### src/rtl/beehive_bus_compare_pipe_if.sv
// Request/response handshake bundle for the pipelined masked bus comparator.
// The master side issues compares and consumes results; the slave side is the comparator.
interface beehive_bus_compare_pipe_if #(
  parameter int WIDTH = 64,
  parameter int TAG_W = 8
);
  logic             src_cmp_val;
  logic [WIDTH-1:0] src_cmp_a;
  logic [WIDTH-1:0] src_cmp_b;
  logic [WIDTH-1:0] src_cmp_mask;
  logic [1:0]       src_cmp_op;
  logic [TAG_W-1:0] src_cmp_tag;
  logic             cmp_src_rdy;
  logic             cmp_dst_val;
  logic             cmp_dst_result;
  logic [TAG_W-1:0] cmp_dst_tag;
  logic             dst_cmp_rdy;

  modport master (
    output src_cmp_val, src_cmp_a, src_cmp_b, src_cmp_mask, src_cmp_op, src_cmp_tag,
    output dst_cmp_rdy,
    input  cmp_src_rdy, cmp_dst_val, cmp_dst_result, cmp_dst_tag
  );

  modport slave (
    input  src_cmp_val, src_cmp_a, src_cmp_b, src_cmp_mask, src_cmp_op, src_cmp_tag,
    input  dst_cmp_rdy,
    output cmp_src_rdy, cmp_dst_val, cmp_dst_result, cmp_dst_tag
  );
endinterface

### src/rtl/beehive_bus_compare_pipe.sv
// Two-stage masked bus comparator (EQ/NE/LTU/GEU) with valid/ready flow control,
// tag pass-through and a saturating count of true results.
module beehive_bus_compare_pipe #(
  parameter int WIDTH   = 64,
  parameter int CHUNK_W = 16,
  parameter int TAG_W   = 8,
  parameter int CNT_W   = 16
) (
  input  logic                        clk,
  input  logic                        rst_n,
  beehive_bus_compare_pipe_if.slave   cmp,
  input  logic                        stat_clr,
  output logic [CNT_W-1:0]            match_count
);

  localparam int NCHUNK = WIDTH / CHUNK_W;

  if ((WIDTH % CHUNK_W) != 0) begin : g_bad_width
    $error("WIDTH must be a multiple of CHUNK_W");
  end

  function automatic logic [CNT_W-1:0] sat_inc(input logic [CNT_W-1:0] v);
    return (&v) ? v : v + {{(CNT_W-1){1'b0}}, 1'b1};
  endfunction

  logic [WIDTH-1:0]  a_m, b_m, diff;
  logic [NCHUNK-1:0] eq_c, lt_c;

  logic              vld_p1;
  logic [NCHUNK-1:0] eq_p1, lt_p1;
  logic [1:0]        op_p1;
  logic [TAG_W-1:0]  tag_p1;

  logic              vld_p2;
  logic              res_p2;
  logic [TAG_W-1:0]  tag_p2;

  logic s1_adv, s2_adv;
  logic eq_all, lt_all, res_c;

  assign s2_adv = !vld_p2 || cmp.dst_cmp_rdy;
  assign s1_adv = !vld_p1 || s2_adv;

  assign cmp.cmp_src_rdy    = s1_adv;
  assign cmp.cmp_dst_val    = vld_p2;
  assign cmp.cmp_dst_result = res_p2;
  assign cmp.cmp_dst_tag    = tag_p2;

  assign a_m  = cmp.src_cmp_a & cmp.src_cmp_mask;
  assign b_m  = cmp.src_cmp_b & cmp.src_cmp_mask;
  assign diff = a_m ^ b_m;

  always_comb begin
    eq_c = '0;
    lt_c = '0;
    for (int i = 0; i < NCHUNK; i++) begin
      eq_c[i] = (diff[i*CHUNK_W +: CHUNK_W] == '0);
      lt_c[i] = (a_m[i*CHUNK_W +: CHUNK_W] < b_m[i*CHUNK_W +: CHUNK_W]);
    end
  end

  // ---- stage 1 -> stage 2 boundary: per-chunk partials into a single verdict
  always_comb begin
    eq_all = &eq_p1;
    lt_all = 1'b0;
    // Later (higher) chunks overwrite, so the most significant differing chunk decides.
    for (int i = 0; i < NCHUNK; i++) begin
      if (!eq_p1[i]) lt_all = lt_p1[i];
    end
    unique case (op_p1)
      2'd0:    res_c = eq_all;
      2'd1:    res_c = !eq_all;
      2'd2:    res_c = lt_all;
      default: res_c = !lt_all;
    endcase
  end

  always_ff @(posedge clk) begin
    if (s1_adv && cmp.src_cmp_val) begin
      eq_p1  <= eq_c;
      lt_p1  <= lt_c;
      op_p1  <= cmp.src_cmp_op;
      tag_p1 <= cmp.src_cmp_tag;
    end
  end

  always_ff @(posedge clk or negedge rst_n) begin
    if (!rst_n) begin
      vld_p1      <= 1'b0;
      vld_p2      <= 1'b0;
      res_p2      <= 1'b0;
      tag_p2      <= '0;
      match_count <= '0;
    end else begin
      if (s1_adv) vld_p1 <= cmp.src_cmp_val;
      if (s2_adv) vld_p2 <= vld_p1;
      if (s2_adv && vld_p1) begin
        res_p2 <= res_c;
        tag_p2 <= tag_p1;
      end
      if (stat_clr)
        match_count <= '0;
      else if (vld_p2 && cmp.dst_cmp_rdy && res_p2)
        match_count <= sat_inc(match_count);
    end
  end

endmodule

### src/flat_wrapper.sv
// flat-port wrapper written by rule: the top's interface ports become plain ports
module beehive_bus_compare_pipe_flat 
#(
  parameter int WIDTH   = 64,
  parameter int CHUNK_W = 16,
  parameter int TAG_W   = 8,
  parameter int CNT_W   = 16
)
  (clk, rst_n, stat_clr, match_count, cmp_src_cmp_val, cmp_src_cmp_a, cmp_src_cmp_b, cmp_src_cmp_mask, cmp_src_cmp_op, cmp_src_cmp_tag, cmp_dst_cmp_rdy, cmp_cmp_src_rdy, cmp_cmp_dst_val, cmp_cmp_dst_result, cmp_cmp_dst_tag);
  beehive_bus_compare_pipe_if #(.WIDTH(WIDTH), .TAG_W(TAG_W)) cmp_i ();
  input  logic clk;
  input  logic rst_n;
  input  logic stat_clr;
  output logic [CNT_W-1:0] match_count;
  input wire logic [$bits(cmp_i.src_cmp_val)-1:0] cmp_src_cmp_val;
  input wire logic [$bits(cmp_i.src_cmp_a)-1:0] cmp_src_cmp_a;
  input wire logic [$bits(cmp_i.src_cmp_b)-1:0] cmp_src_cmp_b;
  input wire logic [$bits(cmp_i.src_cmp_mask)-1:0] cmp_src_cmp_mask;
  input wire logic [$bits(cmp_i.src_cmp_op)-1:0] cmp_src_cmp_op;
  input wire logic [$bits(cmp_i.src_cmp_tag)-1:0] cmp_src_cmp_tag;
  input wire logic [$bits(cmp_i.dst_cmp_rdy)-1:0] cmp_dst_cmp_rdy;
  output wire logic [$bits(cmp_i.cmp_src_rdy)-1:0] cmp_cmp_src_rdy;
  output wire logic [$bits(cmp_i.cmp_dst_val)-1:0] cmp_cmp_dst_val;
  output wire logic [$bits(cmp_i.cmp_dst_result)-1:0] cmp_cmp_dst_result;
  output wire logic [$bits(cmp_i.cmp_dst_tag)-1:0] cmp_cmp_dst_tag;
  assign cmp_i.src_cmp_val = cmp_src_cmp_val;
  assign cmp_i.src_cmp_a = cmp_src_cmp_a;
  assign cmp_i.src_cmp_b = cmp_src_cmp_b;
  assign cmp_i.src_cmp_mask = cmp_src_cmp_mask;
  assign cmp_i.src_cmp_op = cmp_src_cmp_op;
  assign cmp_i.src_cmp_tag = cmp_src_cmp_tag;
  assign cmp_i.dst_cmp_rdy = cmp_dst_cmp_rdy;
  assign cmp_cmp_src_rdy = cmp_i.cmp_src_rdy;
  assign cmp_cmp_dst_val = cmp_i.cmp_dst_val;
  assign cmp_cmp_dst_result = cmp_i.cmp_dst_result;
  assign cmp_cmp_dst_tag = cmp_i.cmp_dst_tag;
  beehive_bus_compare_pipe #(.WIDTH(WIDTH), .CHUNK_W(CHUNK_W), .TAG_W(TAG_W), .CNT_W(CNT_W)) u_core (.clk(clk), .rst_n(rst_n), .cmp(cmp_i), .stat_clr(stat_clr), .match_count(match_count));
endmodule
### config.mk
export PLATFORM = sky130hd
export DESIGN_NAME = beehive_bus_compare_pipe_flat
export DESIGN_NICKNAME = d
export VERILOG_FILES = /design/src/rtl/beehive_bus_compare_pipe_if.sv /design/src/rtl/beehive_bus_compare_pipe.sv /design/src/flat_wrapper.sv
export SDC_FILE = /design/constraint.sdc
export NUM_CORES = 1
export LEC_CHECK = 0
export CORE_AREA = 2 2 109 111
export DETAILED_ROUTE_END_ITERATION = 10
export DIE_AREA = 0 0 111 113
export PLACE_DENSITY = 0.78
export SKIP_LAST_GASP = 1
export SYNTH_ARGS = -nofsm -noshare
export SYNTH_HDL_FRONTEND = slang
export SYNTH_SLANG_ARGS = --single-unit
### constraint.sdc
create_clock -name clk -period 2 [get_ports clk]
set_clock_uncertainty 0.15 [all_clocks]
set_input_delay 0.6 -clock clk [delete_from_list [all_inputs] [get_ports clk]]
set_output_delay 0.6 -clock clk [all_outputs]
set_load 0.02 [all_outputs]
==> impl_metrics.csv, run 1 <==
group,metric,value,unit
drt,drtPass1Iterations,4,
power,powerDensity,426,nW/um^2
layout,final_area,7750,um^2
drt,wl_per_cell,16.6,um
worst_setup_path,cp-start-kind,"input port",
layout,drive_above_1_share,38.5,%
layout,area_delta_synth_final,98.1,%
sta,period_needed,2030,ps
drt,drt-total-wl,14.6,mm
drt,viasPerCell,5.11,
power,p_comb_share,41.4,%
place,dp_hpwl,11.3,mm
clocking,insertion_delay,280,ps
worst_setup_path,critPathTopFamily,"simple AND/OR/NAND/NOR gates",
clocking,clk_pin_slew,60,ps
die,io_pins,234,
yosys,avgSynthCellArea,8.87,um^2
grt,grt_pass1_vias,4993,
worst_setup_path,reg2reg_depth,6,
worst_setup_path,path_max_fanout,2,
power,p_leak,3.46,nW
place,placed_area,6900,um^2
power,power_frac_seq,32.5,%
layout,fin_nets,1006,
die,core_area,11300,um^2
min_path,holdPathStages,1,
min_path,hp-start,"u_core.tag_p1[6]$_DFFE_PP_",
layout,regArea,1220,um^2
sta,timing.final.crit_share,102,%
grt,grt_max_degree,28,
sta,maxSlewViolCount,0,
die,fp.dieH,113,um
min_path,hold_class,"reg2reg",
yosys,synthesis.nets,713,
worst_setup_path,timing.critical_path.from,"cmp_src_cmp_mask[31]",
yosys,ys_types,43,
layout,diodes,0,
clocking,htreeDepth,2,
worst_setup_path,cp.arrival,1920,ps
clocking,cts.sinks,45,
grt,antenna_found_initial,0,
die,start_util,34.7,%
power,p_clk_share,26.1,%
worst_setup_path,cp_num_buf_inv,1,
worst_setup_path,path_cells,"clkdlybuf4s15_1 -> and2_4 -> ha_4 -> nand4_1 -> a211oi_2 -> o41ai_2 -> and3_1",
sta,worst_pin_slew,448,ps
worst_setup_path,reg2reg_setup_slack,60,ps
sta,slew_headroom,69.9,%
yosys,syn_inst,441,
worst_setup_path,crit_slowest_cell,"ha_4",
clocking,clk_path_buf_depth,2,
yosys,postSynthRegisterBits,45,
drt,drtIter0Drc,137,
layout,final_cells,878,
power,p_int,0.00235,W
place,port_buffers,233,
place,gp_congestion,0.937,
clocking,root_buffer,"clkbuf_16",
die,dieArea,12500,um^2
grt,grt_pass1_wl,22.6,mm
sta,finalSetupViolations,1,
outcome,outcome,"finished with violations",
outcome,violations,"negative setup slack",
drt,routed-via-count,4488,
power,sw_frac_of_total,28.9,%
drt,antenna_left,0,
worst_setup_path,critical_path.endpoint_type,"register",
place,dp_cells,853,
clocking,cts_tree,"built",
layout,final_cell_mix,"dlygate4sd2_1 (140), buf_4 (55), ha_4 (49)",
sta,fmax,0.492,GHz
layout,post-route-util,68.8,%
layout,final_common_cell,"dlygate4sd2_1",
yosys,yosysSeqAreaShare,31.1,%
clocking,ctsHoldBuffers,0,
power,power_switching,0.000955,W
grt,overflow,0,
run,max-cap-violations,0,
clocking,cts_buffers,5,
sta,setup_ws,-33.7,ps
sta,finalHoldViolations,0,
worst_setup_path,worstSetupPathType,"in2reg",
sta,rsz0062_at_grt,"yes",
die,die_w,111,um
power,ir_drop,0.363,mV
worst_setup_path,crit_cells,7,
yosys,yosysWarnings,0,
die,num_rows,39,
layout,final.fill_count,860,
drt,drc,0,
worst_setup_path,max_stage_delay,270,ps
worst_setup_path,required,1880,ps
worst_setup_path,r2r-start,"u_core.match_count[0]$_DFFE_PN0P_",
yosys,synthesis.area,3910,um^2
layout,multi_input_area,3710,um^2
grt,grt_usage,22.0,%
[timing repair]
item,in CTS,in global routing
buffers inserted,14,3
endpoints found under the setup margin,36,20
pin swaps,206,51
resized for setup,443,70
[final timing paths]
kind,end
worst max-delay path,u_core.lt_p1[1]$_DFFE_PP_
worst min-delay path,u_core.cmp.cmp_dst_tag[6]$_DFFE_PN0P_
worst max register to register,u_core.match_count[7]$_DFFE_PN0P_
worst min register to register,u_core.cmp.cmp_dst_tag[6]$_DFFE_PN0P_
max in group asynchronous,u_core.match_count[0]$_DFFE_PN0P_
min in group asynchronous,u_core.match_count[10]$_DFFE_PN0P_
[state kept, by name, summed over array words and instances, names as in the netlist]
register                   cells
u_core.cmp.cmp_dst_tag         8
u_core.cmp.cmp_dst_result      1
u_core.eq_p1                   4
u_core.vld_p1                  1
u_core.lt_p1                   4
u_core.op_p1                   2
u_core.tag_p1                  8
u_core.match_count            16
u_core.cmp.cmp_dst_val         1
[logic make-up (layout without fill, tap and decap cells)]
| logic type | after synthesis | after routing | synth area share, % |
|---|---|---|---|
| and+or+nand+nor | 236 | 236 | 30.9 |
| DFF | 45 | 45 | 31.1 |
| AOI/OAI and AO/OA | 62 | 62 | 10.1 |
| xor gates and xnor gates | 16 | 16 | 3.58 |
| adders and majority gates | 65 | 65 | 20.8 |
| buffers and inverters | 8 | 302 | 0.991 |
| muxes | 9 | 9 | 2.56 |
[per-stage QoR]
step | hold slack [ps] | power [W] | setup TNS (ps) | setup WS, ps
2_1_floorplan | 154 | 0.00156 | -24.3 | -15.2
3_3_place_gp | 286 | 0.00225 | -9760 | -559
3_5_place_dp | 294 | 0.00229 | -11800 | -631
4_1_cts | 308 | 0.00324 | -225 | -134
5_1_grt | 317 | 0.00349 | -129 | -92.8
6_report | 303 | 0.00330 | -33.7 | -33.7
[power by group through the flow]
stage	clock, W	sequential [W]	combinational, W
after floorplan	0	0.00113	0.000423
after global placement	0	0.00109	0.00116
after detailed placement	0	0.00109	0.00120
after CTS	0.000889	0.00107	0.00128
after global routing	0.000928	0.00108	0.00148
final	0.000862	0.00107	0.00137
[cell type report]
| class | instances | area share (%) |
|---|---|---|
| multi-input combinational | 388 | 47.8 |
| timing repair buffer | 290 | 31.9 |
| sequential | 45 | 15.7 |
| tap | 143 | 2.31 |
| clock buffer | 7 | 1.99 |
| inverter | 4 | 0.194 |
| clock inverter | 1 | 0.0646 |
[cells in the mapped netlist, drive strengths merged]
library cell	count	share of area, %
nand2	77	7.4
and2	65	10
ha	65	21
nor2	33	3.2
dfrtp	27	17
nand4	19	3.0
edfxtp	18	14
o21ai	18	2.4
a21oi	17	2.2
xor2	15	3.4
nand3	11	1.5
a21o	10	1.9
mux2	8	2.3
nand2b	5	0.80
nor4	5	0.80
a211oi	4	0.77
inv	4	0.38
nor3	4	0.51
and3	3	0.48
buf	3	0.51
nand3b	3	0.58
nand4b	3	0.67
nor2b	3	0.48
o211ai	3	0.70
o41ai	3	0.67
or4	3	0.67
a31oi	2	0.32
o2111ai	2	0.45
a221o	1	0.26
a22o	1	0.22
a311oi	1	0.22
and4	1	0.22
clkbuf	1	0.096
mux2i	1	0.26
or2	1	0.16
xnor2	1	0.22
[layer usage]
metal / part of all wire, % / vias to the layer above / global-route usage [%]
met1: 36 / 2113 / 22.0
met5: 0 / - / 0
li1: - / 2178 / -
met2: 57 / 168 / 45.9
met4: 2.9 / 0 / 7.25
met3: 5.0 / 29 / 3.16
[worst register-to-register path, cell delays in order (launching register included)]
cell and delay (ps):
dfrtp_2 380, ha_4 140, nand2_1 60, or4_4 590, o2111ai_1 270, xor2_1 170, nor2_1 50
(Power assumes the default switching activity.)
==> inputs of run 2 (changes only) <==
CORE_AREA = 2 2 100 102   (was 2 2 109 111)
DIE_AREA = 0 0 102 104   (was 0 0 111 113)
PLACE_DENSITY = 0.87   (was 0.78)
REMOVE_ABC_BUFFERS = 1   (was not set)
clock period = 2.45 ns   (was 2 ns; I/O delays follow)
==> run 2 against run 1 <==
The run still ends with negative setup slack left. Setup slack better by 27 ps. Global-route usage rose by 0.19 points. Cell area decreased by 12%. Clock power down 37%. Count of clock-buffer cells in the layout down 1. Via count is 5.4% lower. Die area is 15% lower. Cell count decreased by 4.1%. Routed wire length decreased by 17%.
==> impl_metrics.csv, run 2 (same netlist as run 1, synthesis figures left out) <==
group,metric,value,unit
outcome,outcome,"finished with violations",
outcome,violations,"negative setup slack",
drt,wl_per_cell,14.4,um
grt,overflow,0,
layout,final.fill_count,708,
worst_setup_path,reg2reg_setup_slack,160,ps
worst_setup_path,path_max_fanout,2,
die,io_pins,234,
place,dp_hpwl,10.7,mm
drt,viasPerCell,5.04,
clocking,insertion_delay,290,ps
min_path,hold_class,"reg2reg",
sta,worst_pin_slew,598,ps
layout,final_common_cell,"clkdlybuf4s50_1",
die,start_util,41.0,%
clocking,clk_pin_slew,80,ps
die,fp.dieH,104,um
drt,drt-total-wl,12.1,mm
sta,slew_headroom,60.0,%
drt,drtIter0Drc,123,
place,gp_congestion,0.893,
die,core_area,9550,um^2
drt,drtPass1Iterations,4,
layout,final_cell_mix,"clkdlybuf4s50_1 (226), nand2_1 (77), and2_1 (62)",
worst_setup_path,reg2reg_depth,6,
min_path,holdPathStages,1,
clocking,clk_path_buf_depth,2,
layout,area_delta_synth_final,74.9,%
sta,timing.final.crit_share,100,%
die,die_w,102,um
clocking,root_buffer,"clkbuf_8",
sta,period_needed,2460,ps
place,port_buffers,233,
die,num_rows,36,
grt,grt_max_degree,28,
layout,largest_register_ffs,16,
clocking,cts_tree,"built",
sta,finalHoldViolations,0,
layout,regMostFlops,"u_core.match_count",
worst_setup_path,cp-start-kind,"input port",
layout,diodes,0,
drt,drc,0,
sta,finalSetupViolations,1,
clocking,htreeDepth,2,
layout,fin_nets,980,
sta,fmax,0.407,GHz
clocking,cts.sinks,45,
worst_setup_path,timing.critical_path.from,"cmp_src_cmp_mask[35]",
worst_setup_path,r2r_end,"u_core.match_count[7]$_DFFE_PN0P_",
sta,rsz0062_at_grt,"yes",
layout,drive_above_1_share,8.89,%
power,p_total,0.00236,W
drt,routed-via-count,4245,
layout,post-route-util,71.7,%
worst_setup_path,worstSetupPathType,"in2reg",
grt,grt_pass1_wl,19.1,mm
die,dieArea,10600,um^2
sta,setup_ws,-6.74,ps
power,ir_drop,0.238,mV
drt,antenna_left,0,
worst_setup_path,r2r-start,"u_core.match_count[0]$_DFFE_PN0P_",
worst_setup_path,critical_path.endpoint_type,"register",
worst_setup_path,cp.arrival,2450,ps
worst_setup_path,required,2440,ps
power,p_leak,2.91,nW
sta,totalNegativeSetupSlack,-6.74,ps
grt,grt_usage,22.2,%
clocking,cts_buffers,5,
grt,antenna_found_initial,0,
min_path,min_to,"u_core.cmp.cmp_dst_tag[0]$_DFFE_PN0P_",
grt,grt_pass1_vias,4462,
sta,maxSlewViolCount,0,
min_path,hp-start,"u_core.tag_p1[0]$_DFFE_PP_",
power,powerDensity,345,nW/um^2
run,max-cap-violations,0,
run 2: worst max-delay path, stage by stage:
cell	delay, ps
clkdlybuf4s50_1	420
and2_1	180
ha_4	160
or4_4	520
a211oi_4	220
o41ai_2	100
nor2_1	130
run 2: stage by stage:
stage | area (um^2) | std cells | setup slack, ps | hold WS [ps]
2_1_floorplan | 3890 | 437 | 186 | 282
3_5_place_dp | 6610 | 832 | -377 | 294
6_report | 6840 | 842 | -6.74 | 307
4_1_cts | 6730 | 841 | 6.57 | 313
5_1_grt | 6840 | 842 | -48.9 | 323
3_3_place_gp | 6610 | 832 | -366 | 287
run 2: timing repair:
| item | in CTS | in global routing |
|---|---|---|
| hold buffers | 0 | 0 |
| gates cloned | 0 | 0 |
| gates resized for setup | 10 | 22 |
| hold endpoints to repair | 0 | 0 |
| pin swaps | 8 | 17 |
| buffers inserted | 1 | 1 |
| setup endpoints to repair | 3 | 5 |
run 2: final cells by class:
| cell class | instances | area (um^2) | share of cell area [%] |
|---|---|---|---|
| repair buffers | 264 | 2570 | 37.5 |
| clock inverters | 2 | 35.0 | 0.512 |
| inverters | 4 | 15.0 | 0.219 |
| flip-flops and latches | 45 | 1220 | 17.8 |
| multi-input cells | 388 | 2770 | 40.5 |
| well taps | 133 | 166 | 2.43 |
| clock buffers | 6 | 72.6 | 1.06 |
run 2: worst max-delay path by stage:
stage | end | slack (ps) | cells after the start
2_1_floorplan | u_core.lt_p1[0]$_DFFE_PP_ | 190 | 6
3_3_place_gp | cmp_cmp_src_rdy | -370 | 3
3_5_place_dp | cmp_cmp_src_rdy | -380 | 3
4_1_cts | u_core.lt_p1[0]$_DFFE_PP_ | 7 | 7
5_1_grt | u_core.lt_p1[2]$_DFFE_PP_ | -50 | 7
6_report | u_core.lt_p1[2]$_DFFE_PP_ | -7 | 7
run 2: report_power, final:
| part | switching (W) | leakage [nW] | internal [W] | total, W |
|---|---|---|---|---|
| Clock | 0.000239 | 0.0552 | 0.000303 | 0.000542 |
| Combinational | 0.000360 | 2.33 | 0.000586 | 0.000946 |
| Sequential | 0.0000317 | 0.524 | 0.000843 | 0.000874 |
| Total | 0.000631 | 2.91 | 0.00173 | 0.00236 |
run 2: per-layer routing:
layer  up-vias  wire length [um]  GRT usage, %
met5         -                 0             0
met4         0               254          5.71
met3        18               673          3.83
met2       163              6820          44.5
met1      1941              4340          22.8
li1       2123                 -             -
==> inputs of run 3 (changes only) <==
CORE_AREA = 2 2 97 99   (was 2 2 100 102)
DIE_AREA = 0 0 99 101   (was 0 0 102 104)
DONT_BUFFER_PORTS = 1   (was not set)
PLACE_DENSITY = not set   (was 0.87)
SKIP_LAST_GASP = not set   (was 1)
==> run 3 against run 2 <==
The run now ends clean. Via count decreased by 24%. Maximum frequency increased by 16%. Combinational power decreased by 57%. Global-route usage decreased by 5.5 points. Setup slack improved by 350 ps. Clock power decreased by 5.5%. Sequential share of layout area increased by 11 points. Non-clock buffer count decreased by 250. Hold slack got worse by 210 ps. Count of clock-buffer cells in the layout increased by 1. Core utilization decreased by 24 points.
==> impl_metrics.csv, run 3 (same netlist as run 1, synthesis figures left out) <==
group,metric,value,unit
worst_setup_path,required,2490,ps
clocking,insertion_delay,290,ps
sta,timing.final.crit_share,86.1,%
worst_setup_path,critical_path.endpoint_type,"register",
sta,rsz0062_at_grt,"no",
layout,area_delta_synth_final,8.73,%
clocking,clk_path_buf_depth,2,
worst_setup_path,path_max_fanout,12,
power,p_comb_share,22.2,%
worst_setup_path,cp-start-kind,"register",
power,power_switching,0.000533,W
clocking,cts_buffers,5,
place,port_buffers,0,
drt,viasPerCell,5.65,
sta,maxSlewViolCount,0,
clocking,clk_pin_slew,80,ps
grt,antenna_found_initial,1,
die,core_area,8980,um^2
drt,drtPass1Iterations,4,
power,p_int,0.00130,W
layout,final_cells,571,
die,die_w,99,um
grt,grt_max_degree,28,
sta,worst_pin_slew,866,ps
clocking,ctsResizeCount,0,
die,num_rows,35,
power,sw_frac_of_total,29.0,%
grt,grt_pass1_wl,13.7,mm
die,fp.dieH,101,um
place,dp_hpwl,7.45,mm
worst_setup_path,worstSetupPathType,"reg2reg",
power,powerDensity,432,nW/um^2
run,max-cap-violations,0,
clocking,cts.sinks,45,
drt,wl_per_cell,15.0,um
drt,antenna_left,0,
worst_setup_path,cp.arrival,2150,ps
power,power_frac_seq,49.9,%
place,gp_congestion,0.816,
sta,finalSetupViolations,0,
sta,period_needed,2110,ps
sta,fmax,0.474,GHz
drt,drtIter0Drc,60,
place,dp_cells,561,
grt,grt_pass1_vias,3205,
die,io_pins,234,
min_path,hold_class,"in2async",
grt,grt_usage,16.7,%
layout,fin_nets,730,
power,p_leak,1.88,nW
drt,routed-via-count,3227,
layout,final.fill_count,861,
sta,totalNegativeSetupSlack,0,ps
clocking,cts_tree,"built",
layout,final_cell_mix,"nand2_1 (77), and2_1 (65), ha_1 (65)",
layout,drive_above_1_share,5.45,%
die,start_util,43.6,%
outcome,outcome,"finished, final reports clean",
power,ir_drop,0.208,mV
drt,drc,0,
layout,regMostFlops,"u_core.match_count",
power,p_total,0.00184,W
die,dieArea,10000,um^2
layout,final_common_cell,"nand2_1",
clocking,root_buffer,"clkbuf_8",
sta,slew_headroom,42.3,%
clocking,htreeDepth,2,
sta,finalHoldViolations,0,
sta,hold_ws,95.5,ps
layout,largest_register_ffs,16,
drt,drt-total-wl,8.56,mm
grt,overflow,0,
power,p_clk_share,27.9,%
## run 3: cell types whose count changed in the layout (fill, tap and decap cells not counted), moves of 4 or more
cell,previous run,this run
a211oi_1,0,4
buf_4,31,13
clkdlybuf4s50_1,226,0
dlymetal6s2s_1,4,0
ha_1,61,65
## run 3: final timing paths
kind	startpoint	to	slack [ps]	cells after the start
min reg2reg	u_core.tag_p1[5]$_DFFE_PP_	u_core.cmp.cmp_dst_tag[5]$_DFFE_PN0P_	310	1
min	rst_n	u_core.cmp.cmp_dst_tag[2]$_DFFE_PN0P_	100	1
max in group asynchronous	rst_n	u_core.cmp.cmp_dst_result$_DFFE_PN0P_	1900	1
min in group clk	u_core.tag_p1[5]$_DFFE_PP_	u_core.cmp.cmp_dst_tag[5]$_DFFE_PN0P_	310	1
max reg2reg	u_core.match_count[13]$_DFFE_PN0P_	u_core.match_count[7]$_DFFE_PN0P_	340	5
max	u_core.match_count[13]$_DFFE_PN0P_	u_core.match_count[7]$_DFFE_PN0P_	340	5
## run 3: what timing repair did
action	in CTS	in global routing
setup buffers	0	0
hold endpoints to repair	27	0
hold buffers	1	0
## run 3: final cells by class
cell class / instances / area (um^2) / share of cell area, %
Multi-Input combinational cell: 388 / 2660 / 62.5
Antenna cell: 1 / 2.50 / 0.0588
Inverter: 4 / 15.0 / 0.353
Clock buffer: 7 / 97.6 / 2.29
Clock inverter: 1 / 8.76 / 0.206
Tap cell: 111 / 139 / 3.26
Timing Repair Buffer: 14 / 118 / 2.76
Sequential cell: 45 / 1220 / 28.6
## run 3: metrics by stage
step | util [%] | cell area, um^2 | worst slack [ps]
6_report | 47.4 | 4250 | 340
5_1_grt | 47.4 | 4250 | 236
4_1_cts | 47.4 | 4250 | 333
3_5_place_dp | 46.0 | 4130 | 94.5
3_3_place_gp | 46.0 | 4130 | 109
2_1_floorplan | - | 3890 | 186
## run 3: power groups by stage
| stage | Combinational (W) | Sequential [W] | Clock [W] |
|---|---|---|---|
| after floorplan | 0.000312 | 0.000923 | 0 |
| after global placement | 0.000393 | 0.000933 | 0 |
| after detailed placement | 0.000402 | 0.000934 | 0 |
| after CTS | 0.000417 | 0.000918 | 0.000539 |
| after global routing | 0.000479 | 0.000922 | 0.000572 |
| final | 0.000408 | 0.000916 | 0.000512 |
## run 3: layer usage
metal | part of all wire, % | GRT usage [%] | up-vias
li1 | - | - | 1621
met5 | 0 | 0 | -
met3 | 6.9 | 3.40 | 18
met2 | 52 | 31.8 | 128
met4 | 2.2 | 5.27 | 0
met1 | 39 | 18.5 | 1460
## run 3: critical path: stages (launching register included)
cell	delay, ps
dfrtp_1	530
nand4_1	170
or4_4	660
o2111ai_1	260
xor2_1	190
nor2_1	50
